[config.mk]
export PLATFORM = sky130hd
export DESIGN_NAME = fetch_queue
export DESIGN_NICKNAME = d
export VERILOG_FILES = /design/src/rtl/fetch_queue.sv
export SDC_FILE = /design/constraint.sdc
export NUM_CORES = 1
export LEC_CHECK = 0
export CAP_MARGIN = 20
export CORE_MARGIN = 10
export CORE_UTILIZATION = 60
export CTS_CLUSTER_SIZE = 14
export DETAILED_ROUTE_END_ITERATION = 8
export PLACE_DENSITY_LB_ADDON = 0.1
export SYNTH_ARGS = -nofsm -noshare
export SYNTH_HDL_FRONTEND = slang
export SYNTH_SLANG_ARGS = --single-unit
[constraint.sdc]
create_clock -name clk -period 9.48 [get_ports clk]
set_clock_uncertainty 0.2 [all_clocks]
set_input_delay 2.37 -clock clk [delete_from_list [all_inputs] [get_ports clk]]
set_output_delay 2.37 -clock clk [all_outputs]
set_load 0.01 [all_outputs]
[src/rtl/fetch_queue.sv]
// fetch_queue: instruction fetch unit feeding a DEPTH-entry {pc, bundle} FIFO, with redirect flush.
// Define FETCH_QUEUE_STATS_EN to add saturating stall_cnt / flush_cnt outputs.
module fetch_queue #(
   parameter int DEPTH = 4
) (
   input  logic        clk,
   input  logic        rst,
   output logic        imem_req,
   output logic [8:0]  imem_addr,
   input  logic [63:0] imem_rdata,
   input  logic        redirect_valid,
   input  logic [9:0]  redirect_pc,
   output logic        out_valid,
   input  logic        out_ready,
   output logic [63:0] out_bundle,
   output logic [9:0]  out_pc,
`ifdef FETCH_QUEUE_STATS_EN
   output logic [15:0] stall_cnt,
   output logic [15:0] flush_cnt,
`endif
   output logic [4:0]  level
);

   localparam int               PTR_W   = (DEPTH > 1) ? $clog2(DEPTH) : 1;
   localparam logic [4:0]       DEPTH_L = 5'(DEPTH);
   localparam logic [PTR_W-1:0] PTR_ONE = PTR_W'(1'b1);

   typedef struct packed {
      logic [9:0]  pc;
      logic [63:0] bundle;
   } entry_t;

   entry_t           mem_q [DEPTH];
   entry_t           mem_d [DEPTH];
   logic [PTR_W-1:0] wr_ptr_q, wr_ptr_d;
   logic [PTR_W-1:0] rd_ptr_q, rd_ptr_d;
   logic [4:0]       level_q, level_d;
   logic [9:0]       fetch_pc_q, fetch_pc_d;
   logic             inflight_q, inflight_d;
   logic [9:0]       inflight_pc_q, inflight_pc_d;
   logic             req_s;
   logic             push_s;
   logic             pop_s;

   // Decode request/push/pop for this cycle; reset and redirect suppress all three.
   always_comb begin
      req_s  = 1'b0;
      push_s = 1'b0;
      pop_s  = 1'b0;
      if (rst || redirect_valid) begin
         req_s  = 1'b0;
         push_s = 1'b0;
         pop_s  = 1'b0;
      end else begin
         req_s  = ((level_q + {4'b0000, inflight_q}) < DEPTH_L);
         push_s = inflight_q;
         pop_s  = (level_q != 5'd0) && out_ready;
      end
   end

   // Next-state for fetch PC, in-flight tracking and FIFO storage.
   always_comb begin
      fetch_pc_d    = fetch_pc_q;
      inflight_d    = req_s;
      inflight_pc_d = inflight_pc_q;
      level_d       = level_q;
      wr_ptr_d      = wr_ptr_q;
      rd_ptr_d      = rd_ptr_q;
      mem_d         = mem_q;
      if (redirect_valid) begin
         fetch_pc_d = redirect_pc & 10'h3FE;
         level_d    = 5'd0;
         wr_ptr_d   = {PTR_W{1'b0}};
         rd_ptr_d   = {PTR_W{1'b0}};
      end else begin
         if (req_s) begin
            fetch_pc_d    = fetch_pc_q + 10'd2;
            inflight_pc_d = fetch_pc_q;
         end else begin
            fetch_pc_d    = fetch_pc_q;
            inflight_pc_d = inflight_pc_q;
         end
         if (push_s) begin
            mem_d[wr_ptr_q] = '{pc: inflight_pc_q, bundle: imem_rdata};
            wr_ptr_d        = wr_ptr_q + PTR_ONE;
         end else begin
            wr_ptr_d = wr_ptr_q;
         end
         if (pop_s) begin
            rd_ptr_d = rd_ptr_q + PTR_ONE;
         end else begin
            rd_ptr_d = rd_ptr_q;
         end
         level_d = level_q + {4'b0000, push_s} - {4'b0000, pop_s};
      end
   end

   // State registers; storage is cleared on reset so the head reads zero afterwards.
   always_ff @(posedge clk) begin
      if (rst) begin
         fetch_pc_q    <= 10'd0;
         inflight_q    <= 1'b0;
         inflight_pc_q <= 10'd0;
         level_q       <= 5'd0;
         wr_ptr_q      <= {PTR_W{1'b0}};
         rd_ptr_q      <= {PTR_W{1'b0}};
         for (int i = 0; i < DEPTH; i++) begin
            mem_q[i] <= '0;
         end
      end else begin
         fetch_pc_q    <= fetch_pc_d;
         inflight_q    <= inflight_d;
         inflight_pc_q <= inflight_pc_d;
         level_q       <= level_d;
         wr_ptr_q      <= wr_ptr_d;
         rd_ptr_q      <= rd_ptr_d;
         for (int i = 0; i < DEPTH; i++) begin
            mem_q[i] <= mem_d[i];
         end
      end
   end

   assign imem_req   = req_s;
   assign imem_addr  = fetch_pc_q[9:1];
   assign level      = level_q;
   assign out_valid  = (level_q != 5'd0);
   assign out_pc     = mem_q[rd_ptr_q].pc;
   assign out_bundle = mem_q[rd_ptr_q].bundle;

`ifdef FETCH_QUEUE_STATS_EN
   logic [15:0] stall_cnt_q, stall_cnt_d;
   logic [15:0] flush_cnt_q, flush_cnt_d;

   // Saturating event counters.
   always_comb begin
      stall_cnt_d = stall_cnt_q;
      flush_cnt_d = flush_cnt_q;
      if (out_valid && !out_ready && (stall_cnt_q != 16'hFFFF)) begin
         stall_cnt_d = stall_cnt_q + 16'd1;
      end else begin
         stall_cnt_d = stall_cnt_q;
      end
      if (redirect_valid && (flush_cnt_q != 16'hFFFF)) begin
         flush_cnt_d = flush_cnt_q + 16'd1;
      end else begin
         flush_cnt_d = flush_cnt_q;
      end
   end

   // Counter registers.
   always_ff @(posedge clk) begin
      if (rst) begin
         stall_cnt_q <= 16'd0;
         flush_cnt_q <= 16'd0;
      end else begin
         stall_cnt_q <= stall_cnt_d;
         flush_cnt_q <= flush_cnt_d;
      end
   end

   assign stall_cnt = stall_cnt_q;
   assign flush_cnt = flush_cnt_q;
`endif

endmodule

==> key figures, run 1 <==
Pwr
  • Peak supply drop: 0.1395 mV
  • Switching Power: 613.9 uW
  • PwrDens: 184.0 nW/um^2
  • Internal: 2373 uW
  • Seq pwr share: 45.9%
  • Sw Share: 20.55%
  • Share of total power in combinational logic: 4.9%
  • Lkg Pwr: 0.005259 uW
  • Clock Power Share: 49.2%

Layout
  • P&R area growth vs syn: 22.62%
  • Diode count: 0
  • Post-route cell area: 16230 um^2
  • Fraction of layout cells with a size suffix above 1: 9.518%
  • Final #Nets: 1732
  • Fin cells: 1940
  • Final core occ: 74.60%

Outcome
  • Outcome: completed

Place
  • PortBufs: 165
  • Placed cell count: 1878
  • Final HPWL DP: 19640 um
  • Placed cell area: 14850 um^2
  • RD Place Congestion: 0.8107

GRT
  • Global-route wire length before repair: 57220 um
  • Vias in the first global route: 11.18k
  • GRT overflow: 0
  • Top Usage Layer GRT: met2
  • All-Layer GR Usage: 24.04%
  • Pin count of the biggest net entering global routing: 113
  • GRT met1 Usage: 30.34%
  • GR Layer Usage met3: 4.887%
  • Initial antenna violation count: 1
  • GRT met2 Usage: 41.38%

Setup path
  • CP peak stage delay: 0.65 ns
  • CP endpoint kind: primary output
  • Most numerous cell on the critical path: clkdlybuf4s50_1
  • Cells along the critical path: clkdlybuf4s50_1 -> nor3_1 -> mux2i_1 -> nor2_1 -> clkdlybuf4s50_1
  • CP required: 6.91 ns
  • Slowest CP cell: clkdlybuf4s50_1
  • Class of the most critical setup path: primary input to primary output
  • R2R cell count: 12
  • Kind of start point of the critical path: primary input
  • Critical path fanouts, max: 12
  • CP arrival: 4.25 ns

Detailed routing
  • Drt drc: 0
  • Wirelength per Cell: 18.22 um
  • Vias per inst: 5.791
  • Via Count: 11.23k
  • Antenna viol nets, final: 0
  • 1st-pass router iterations: 5
  • Post-Route WL: 35350 um
  • 1st-iter DRT viols: 966

CTS
  • CTS Buf Count: 34
  • CTS Sinks: 320
  • H-Tree Depth: 2
  • Post-CTS Setup Inserts: 0
  • Root Buffer Master: clkbuf_16
  • Latest clock arrival within the worst-skew pair: 0.49 ns
  • CTS tree: built
  • Max clock buf depth: 3
  • Clk slew on worst S/H paths: 0.06 ns
  • CTS resizes: 0
  • Cts hold-fix bufs: 0

Logic synthesis
  • Synth cell types: 48
  • Most used DFF post-synth: dfxtp_1
  • Syn Area/Cell: 8.567 um^2
  • Gate Count Post-Synth: 1545
  • Syn nets: 1637
  • Cell area after synthesis: 13240 um^2
  • Sequential fraction of the synthesis area: 48.40%
  • Flops & latches, synth: 320
  • Synth Warn #: 0
  • Post-synth ARST share: 0%
  • Post-synth EDFFs: 0

Min path
  • Hold Path Depth: 2
  • Hold Path Class: flip-flop to flip-flop

Die
  • Ports: 168
  • Initial core utilization: 60.84%
  • Core Rows: 54
  • Die Y: 168.5 um
  • Die area: 28400 um^2
  • DIE WIDTH: 168.5 um
  • Core footprint: 21760 um^2

STA
  • Hold WS: 0.2498 ns
  • RSZ-0062 raised after global routing: no
  • Final hold violations: 0
  • Setup Viol. Count Final: 0
  • Fin Setup TNS: 0 ns
  • Final Max Slew Viols: 0
  • Fin crit share: 71.98%
  • F_max: 146.5 MHz
  • Relative slew slack: 35.50%
  • Minimum clock period: 6.824 ns
  • Worst Tran Pin Value: 0.9675 ns

Job
  • Max Cap Viol: 0
-- synthesized netlist by cell type (5+ instances only) --
cell        n  area [um^2]
o21ai_0    11        55.05
xnor2_1     5        43.79
a21oi_1   304         1521
nand4_1     6        37.54
nor2_1     20        75.07
nand2_1   592         2222
buf_2      45        225.2
ha_1       13        162.7
clkbuf_1   71        266.5
inv_1      11        41.29
and3_1      7        43.79
dfxtp_1   320         6406
nand3_1    16        80.08
nor4_1      5        31.28
mux4_2     73         1644
-- through the flow --
| step | power (uW) | worst slack, ns |
|---|---|---|
| 3_5_place_dp | 1543 | 2.700 |
| 6_report | 2987 | 2.656 |
| 5_1_grt | 3070 | 2.559 |
| 4_1_cts | 2999 | 2.681 |
| 3_3_place_gp | 1541 | 2.737 |
| 2_1_floorplan | 1461 | 3.776 |
-- power groups by stage --
stage                     clock network [uW]  registers (uW)  logic [uW]
after floorplan                            0            1400        64.0
after global routing                    1540            1370         158
after detailed placement                   0            1400         143
after global placement                     0            1400         142
final                                   1470            1370         147
after CTS                               1490            1370         144
-- layout by cell type (no fill, tap or decap), drive strengths merged, types with 2 or more instances in the layout --
cell	instances
dfxtp	320
inv	11
or3	4
bufinv	7
and3	7
mux4	73
o21ai	11
clkinv	2
xor2	2
xnor2	5
clkbuf	48
a2111oi	2
buf	16
and2	3
ha	13
nand2	592
a311oi	4
clkdlybuf4s50	164
nand3	16
nor4	5
a41oi	2
mux2i	2
a21oi	304
nand4	6
nor2	20
nor3b	2
-- worst paths after layout --
path	start	slack (ns)	to
max reg2reg	level[2]	6.04	level[4]
min	mem_q[175]	0.25	mem_q[175]
min reg2reg	mem_q[175]	0.25	mem_q[175]
max	redirect_valid	2.66	imem_req
-- cells by family (layout without fill, tap and decap cells) --
kind of cell | Yosys count | in the layout | share of synthesized area, %
compound gates | 334 | 334 | 13.21
xor+xnor | 7 | 7 | 0.4632
fa+ha+maj | 14 | 14 | 1.380
buf+inv | 133 | 248 | 4.282
flops | 320 | 320 | 48.40
mux | 76 | 76 | 12.66
other cells | 1 | 1 | 0.02833
simple gates | 660 | 660 | 19.59
-- state kept, by name, indices dropped and copies added (netlist names) --
| signal | cells |
|---|---|
| fetch_pc_q | 9 |
| inflight_pc_q | 9 |
| inflight_q | 1 |
| level | 5 |
| mem_q | 292 |
| rd_ptr_q | 2 |
| wr_ptr_q | 2 |
-- layout make-up --
cell class	instances	area, um^2
tap	280	350.3
sequential	320	6414
fill	1603	5525
multi-input combinational	1092	6319
clock inverter	9	220.2
clock buffer	47	1033
inverter	11	41.29
timing repair buffer	181	1853
-- routing by layer --
| layer | wire, um | share of wire [%] |
|---|---|---|
| met3 | 2690 | 7.6 |
| met5 | 20 | 0.057 |
| met1 | 14350 | 41 |
| met4 | 371 | 1.0 |
| met2 | 17920 | 51 |
-- critical path, delay by kind of cell --
kind,cells,cell delay [ns]
buf+inv,2,1.22
mux,1,0.15
simple gates,2,0.51
Power figures use the tool's default switching activity.
==> run 2, diff against run 1 <==
Settings changed: CORE_UTILIZATION 60 to 50.
Clock period 9.48 ns to 5.82 ns, I/O delays scaled along.
==> key figures, run 2 (synthesized netlist as in run 1, its figures left out) <==
Outcome
  • Outcome: completed

CTS
  • Post-CTS Setup Inserts: 0
  • CTS Sinks: 320
  • Cts hold-fix bufs: 0
  • H-Tree Depth: 2
  • Latest clock arrival within the worst-skew pair: 0.50 ns
  • CTS tree: built
  • CTS resizes: 0
  • Clk slew on worst S/H paths: 0.06 ns
  • Root Buffer Master: clkbuf_16
  • CTS Buf Count: 36
  • Max clock buf depth: 3

Layout
  • Most common cell after layout, fill and taps aside: nand2_1
  • Filler cells: 2276
  • Most flop-heavy register: mem_q
  • Max reg flops: 292
  • Final #Nets: 1744
  • Biggest registers after layout: mem_q: 292 flops, fetch_pc_q: 9 flops, inflight_pc_q: 9 flops
  • P&R area growth vs syn: 22.40%
  • Fraction of layout cells with a size suffix above 1: 9.809%
  • Most frequent cells in the layout: nand2_1, dfxtp_1, a21oi_1

Detailed routing
  • 1st-pass router iterations: 5
  • Via Count: 11.10k
  • Vias per inst: 5.528
  • Antenna viol nets, final: 0
  • 1st-iter DRT viols: 768
  • Drt drc: 0
  • Wirelength per Cell: 17.96 um
  • Post-Route WL: 36070 um

Die
  • Initial core utilization: 50.79%
  • Core Rows: 59
  • Core footprint: 26060 um^2
  • DIE WIDTH: 182.7 um
  • Ports: 168
  • Die area: 33380 um^2
  • Die Y: 182.7 um

GRT
  • Vias in the first global route: 10.84k
  • Pin count of the biggest net entering global routing: 101
  • GR Layer Usage met3: 4.174%
  • Initial antenna violation count: 2
  • GRT met2 Usage: 34.86%
  • GRT met1 Usage: 27.42%
  • All-Layer GR Usage: 20.84%
  • Global-route wire length before repair: 57820 um
  • GRT overflow: 0
  • Top Usage Layer GRT: met2

STA
  • Relative slew slack: 31.68%
  • RSZ-0062 raised after global routing: no
  • Fin Setup TNS: 0 ns
  • Setup Viol. Count Final: 0
  • F_max: 201.3 MHz
  • Final Max Slew Viols: 0
  • Fin crit share: 85.37%
  • Final hold violations: 0
  • Minimum clock period: 4.968 ns
  • Worst Tran Pin Value: 1.025 ns

Min path
  • Hold Path Class: flip-flop to flip-flop

Pwr
  • Peak supply drop: 0.1994 mV
  • Lkg Pwr: 0.005212 uW
  • PwrDens: 285.3 nW/um^2
  • Pwr Total: 4623 uW

Setup path
  • Slowest CP cell: clkdlybuf4s50_1
  • Cells along the critical path: clkdlybuf4s50_1 -> nor3_1 -> mux2i_1 -> nor2_1 -> clkdlybuf4s50_1
  • Class of the most critical setup path: primary input to primary output
  • CP arrival: 3.31 ns
  • CP peak stage delay: 0.63 ns
  • Critical path fanouts, max: 12
  • Buf+Inv Stages, Crit Path: 2
  • Most numerous cell on the critical path: clkdlybuf4s50_1
  • Kind of start point of the critical path: primary input
  • CP delay by family, top: buffers and inverters
  • CP required: 4.16 ns
  • CP endpoint kind: primary output

Place
  • RD Place Congestion: 0.7415
  • Final HPWL DP: 20750 um
  • PortBufs: 165

Job
  • Max Cap Viol: 0
## run 2: cell types whose count changed in the layout (fill, tap and decap cells not counted), sizes merged
cell	previous run	this run
inv	11	13
bufinv	7	1
diode	0	1
clkbuf	48	53
buf	16	27
## run 2: worst paths after layout
check,endpoint,startpoint,slack [ns],cells after the start
max,imem_req,redirect_valid,0.85,5
min,mem_q[106],mem_q[106],0.25,2
max reg2reg,level[4],level[2],2.38,12
min reg2reg,mem_q[106],mem_q[106],0.25,2
## run 2: metrics by stage
step	util, %	hold slack, ns	cell area (um^2)	setup slack (ns)	instances
floorplan	-	0.2331	13240	1.946	1545
global placement	57.88	0.2383	15080	0.8586	1949
detailed placement	57.88	0.2445	15080	0.8640	1949
CTS	62.16	0.2519	16200	0.8593	2007
global route	62.16	0.2670	16200	0.7519	2007
finish	62.17	0.2509	16200	0.8516	2008
## run 2: layer usage
metal	share of wire (%)	up-vias
met4	1.2	2
met5	0.036	-
li1	-	5437
met1	44	5304
met2	48	314
met3	6.7	43
## run 2: final cells by class
| class | count | area (um^2) | area share, % |
|---|---|---|---|
| sequential | 320 | 6414 | 39.59 |
| multi-input combinational | 1092 | 6319 | 39.00 |
| timing repair buffer | 191 | 1889 | 11.66 |
| clock buffer | 53 | 1056 | 6.518 |
| tap | 335 | 419.2 | 2.587 |
| clock inverter | 5 | 61.31 | 0.3784 |
| inverter | 11 | 41.29 | 0.2548 |
| antenna | 1 | 2.502 | 0.01545 |
## run 2: worst min-delay path, cell delays in order, from the launching register on
cell	delay, ns
dfxtp_1	0.30
nand2_1	0.05
a21oi_1	0.05
## run 2: power breakdown
part | leakage (uW) | switching, uW | internal (uW)
combinational | 0.00208 | 129 | 111
sequential | 0.00258 | 22.6 | 2210
clock | 0.000548 | 855 | 1290
total | 0.00521 | 1010 | 3620
==> run 3, diff against run 2 <==
==> constraint.sdc (replaced) <==
create_clock -name clk -period 4.56 [get_ports clk]
set_clock_uncertainty 0.2 [all_clocks]
set_input_delay 0.912 -clock clk [delete_from_list [all_inputs] [get_ports clk]]
set_output_delay 0.912 -clock clk [all_outputs]
set_load 0.01 [all_outputs]
==> key figures, run 3 (synthesized netlist as in run 1, its figures left out) <==
Die
  • Ports: 168
  • DIE WIDTH: 182.7 um
  • Die Y: 182.7 um
  • Core footprint: 26060 um^2
  • Die area: 33380 um^2
  • Initial core utilization: 50.79%
  • Core Rows: 59

Setup path
  • Most numerous cell on the critical path: clkdlybuf4s50_1
  • Cells along the critical path: clkdlybuf4s50_1 -> nor3_1 -> mux2i_1 -> nor2_1 -> clkdlybuf4s50_1
  • CP required: 3.45 ns
  • CP delay by family, top: buffers and inverters
  • CP peak stage delay: 0.63 ns
  • CP endpoint kind: primary output
  • Slowest CP cell: clkdlybuf4s50_1
  • Reg2reg setup slack: 1.12 ns
  • R2R cell count: 12
  • Buf+Inv Stages, Crit Path: 2
  • Kind of start point of the critical path: primary input
  • CP startpoint: redirect_valid
  • Crit path capture: imem_req
  • Reg2reg start: level[2]
  • Critical path fanouts, max: 12
  • WP depth: 5
  • Class of the most critical setup path: primary input to primary output
  • Reg2reg end: level[4]
  • CP arrival: 2.78 ns

CTS
  • Root Buffer Master: clkbuf_16
  • Post-CTS Setup Inserts: 0
  • Clk slew on worst S/H paths: 0.06 ns
  • CTS tree: built
  • CTS Sinks: 320
  • CTS resizes: 0
  • Latest clock arrival within the worst-skew pair: 0.50 ns
  • Max clock buf depth: 3
  • Cts hold-fix bufs: 0
  • CTS Buf Count: 35
  • H-Tree Depth: 2

STA
  • Final Max Slew Viols: 0
  • F_max: 256.9 MHz
  • Minimum clock period: 3.892 ns
  • Setup Viol. Count Final: 0
  • Fin Setup TNS: 0 ns
  • Final hold violations: 0
  • Worst Tran Pin Value: 1.063 ns
  • Relative slew slack: 29.11%
  • RSZ-0062 raised after global routing: no
  • Fin crit share: 85.36%

Min path
  • Hold Path Class: flip-flop to flip-flop

Detailed routing
  • 1st-iter DRT viols: 784
  • Antenna viol nets, final: 0
  • 1st-pass router iterations: 6
  • Vias per inst: 5.550
  • Drt drc: 0
  • Wirelength per Cell: 18.02 um
  • Via Count: 11.16k
  • Post-Route WL: 36210 um

Layout
  • Most common cell after layout, fill and taps aside: nand2_1
  • Fraction of layout cells with a size suffix above 1: 10.10%
  • Final #Nets: 1740
  • Most flop-heavy register: mem_q
  • Max reg flops: 292
  • P&R area growth vs syn: 22.97%
  • Biggest registers after layout: mem_q: 292 flops, fetch_pc_q: 9 flops, inflight_pc_q: 9 flops
  • Most frequent cells in the layout: nand2_1, dfxtp_1, a21oi_1

GRT
  • Vias in the first global route: 11.10k
  • All-Layer GR Usage: 21.03%
  • Pin count of the biggest net entering global routing: 110
  • Initial antenna violation count: 2
  • Global-route wire length before repair: 58510 um
  • GRT overflow: 0

Outcome
  • Outcome: completed

Place
  • PortBufs: 165
  • Final HPWL DP: 20700 um
  • RD Place Congestion: 0.7616

Pwr
  • Pwr Total: 5979 uW
  • Lkg Pwr: 0.005261 uW
  • Peak supply drop: 0.2904 mV
  • PwrDens: 367.4 nW/um^2

Job
  • Max Cap Viol: 0
-- run 3: cell types whose count changed in the layout (fill, tap and decap cells not counted) --
cell / before / now
clkbuf_1: 9 / 6
bufinv_16: 1 / 2
inv_6: 2 / 3
buf_16: 0 / 1
buf_4: 23 / 16
clkbuf_8: 7 / 10
clkbuf_16: 37 / 35
buf_12: 3 / 6
clkinv_4: 1 / 0
clkinv_2: 1 / 7
-- run 3: worst min-delay path by stage --
stage | from | endpoint | slack (ns) | cells after the start
2_1_floorplan | mem_q[137] | mem_q[137] | 0.23 | 2
3_3_place_gp | mem_q[154] | mem_q[154] | 0.24 | 2
3_5_place_dp | mem_q[78] | mem_q[78] | 0.24 | 2
4_1_cts | mem_q[34] | mem_q[34] | 0.25 | 2
5_1_grt | mem_q[34] | mem_q[34] | 0.27 | 2
6_report | mem_q[34] | mem_q[34] | 0.25 | 2
-- run 3: final cells by class --
type / count / area (um^2)
fillers: 2269 / 9782
diodes: 1 / 2.502
clock inverters: 12 / 121.4
flip-flops and latches: 320 / 6414
multi-input cells: 1092 / 6319
inverters: 11 / 41.29
well taps: 335 / 419.2
clock buffers: 51 / 1036
repair buffers: 188 / 1924
-- run 3: routing by layer --
layer  wire (um)  global-route usage, %  part of all wire, %
met1       15730                  28.01                   43
met2       17460                  34.49                   48
met3        2422                  4.194                  6.7
met4         578                  4.914                  1.6
met5          20                      0                0.055
-- run 3: worst register-to-register path, cell delays in order, from the launching register on --
cell     delay [ns]
dfxtp_1        0.40
inv_1          0.12
ha_1           0.14
or4b_2         0.65
and3_1         0.23
ha_1           0.27
inv_1          0.04
ha_1           0.20
fa_1           0.40
a21oi_1        0.16
nor2_1         0.06
or3_1          0.35
a21oi_1        0.14
-- run 3: power breakdown --
group | switching [uW] | total (uW) | internal (uW)
combinational | 165 | 309 | 143
sequential | 28.5 | 2850 | 2820
clock | 1130 | 2820 | 1700
-- run 3: through the flow --
stage          instances  util [%]  setup WS [ns]  hold WS (ns)  cell area, um^2
2_1_floorplan       1545         -          1.258        0.2331            13240
3_3_place_gp        1945     57.91         0.5310        0.2386            15090
3_5_place_dp        1945     57.91         0.4897        0.2433            15090
4_1_cts             2008     62.35         0.6784        0.2521            16250
5_1_grt             2009     62.45         0.5851        0.2697            16270
6_report            2010     62.46         0.6676        0.2507            16280
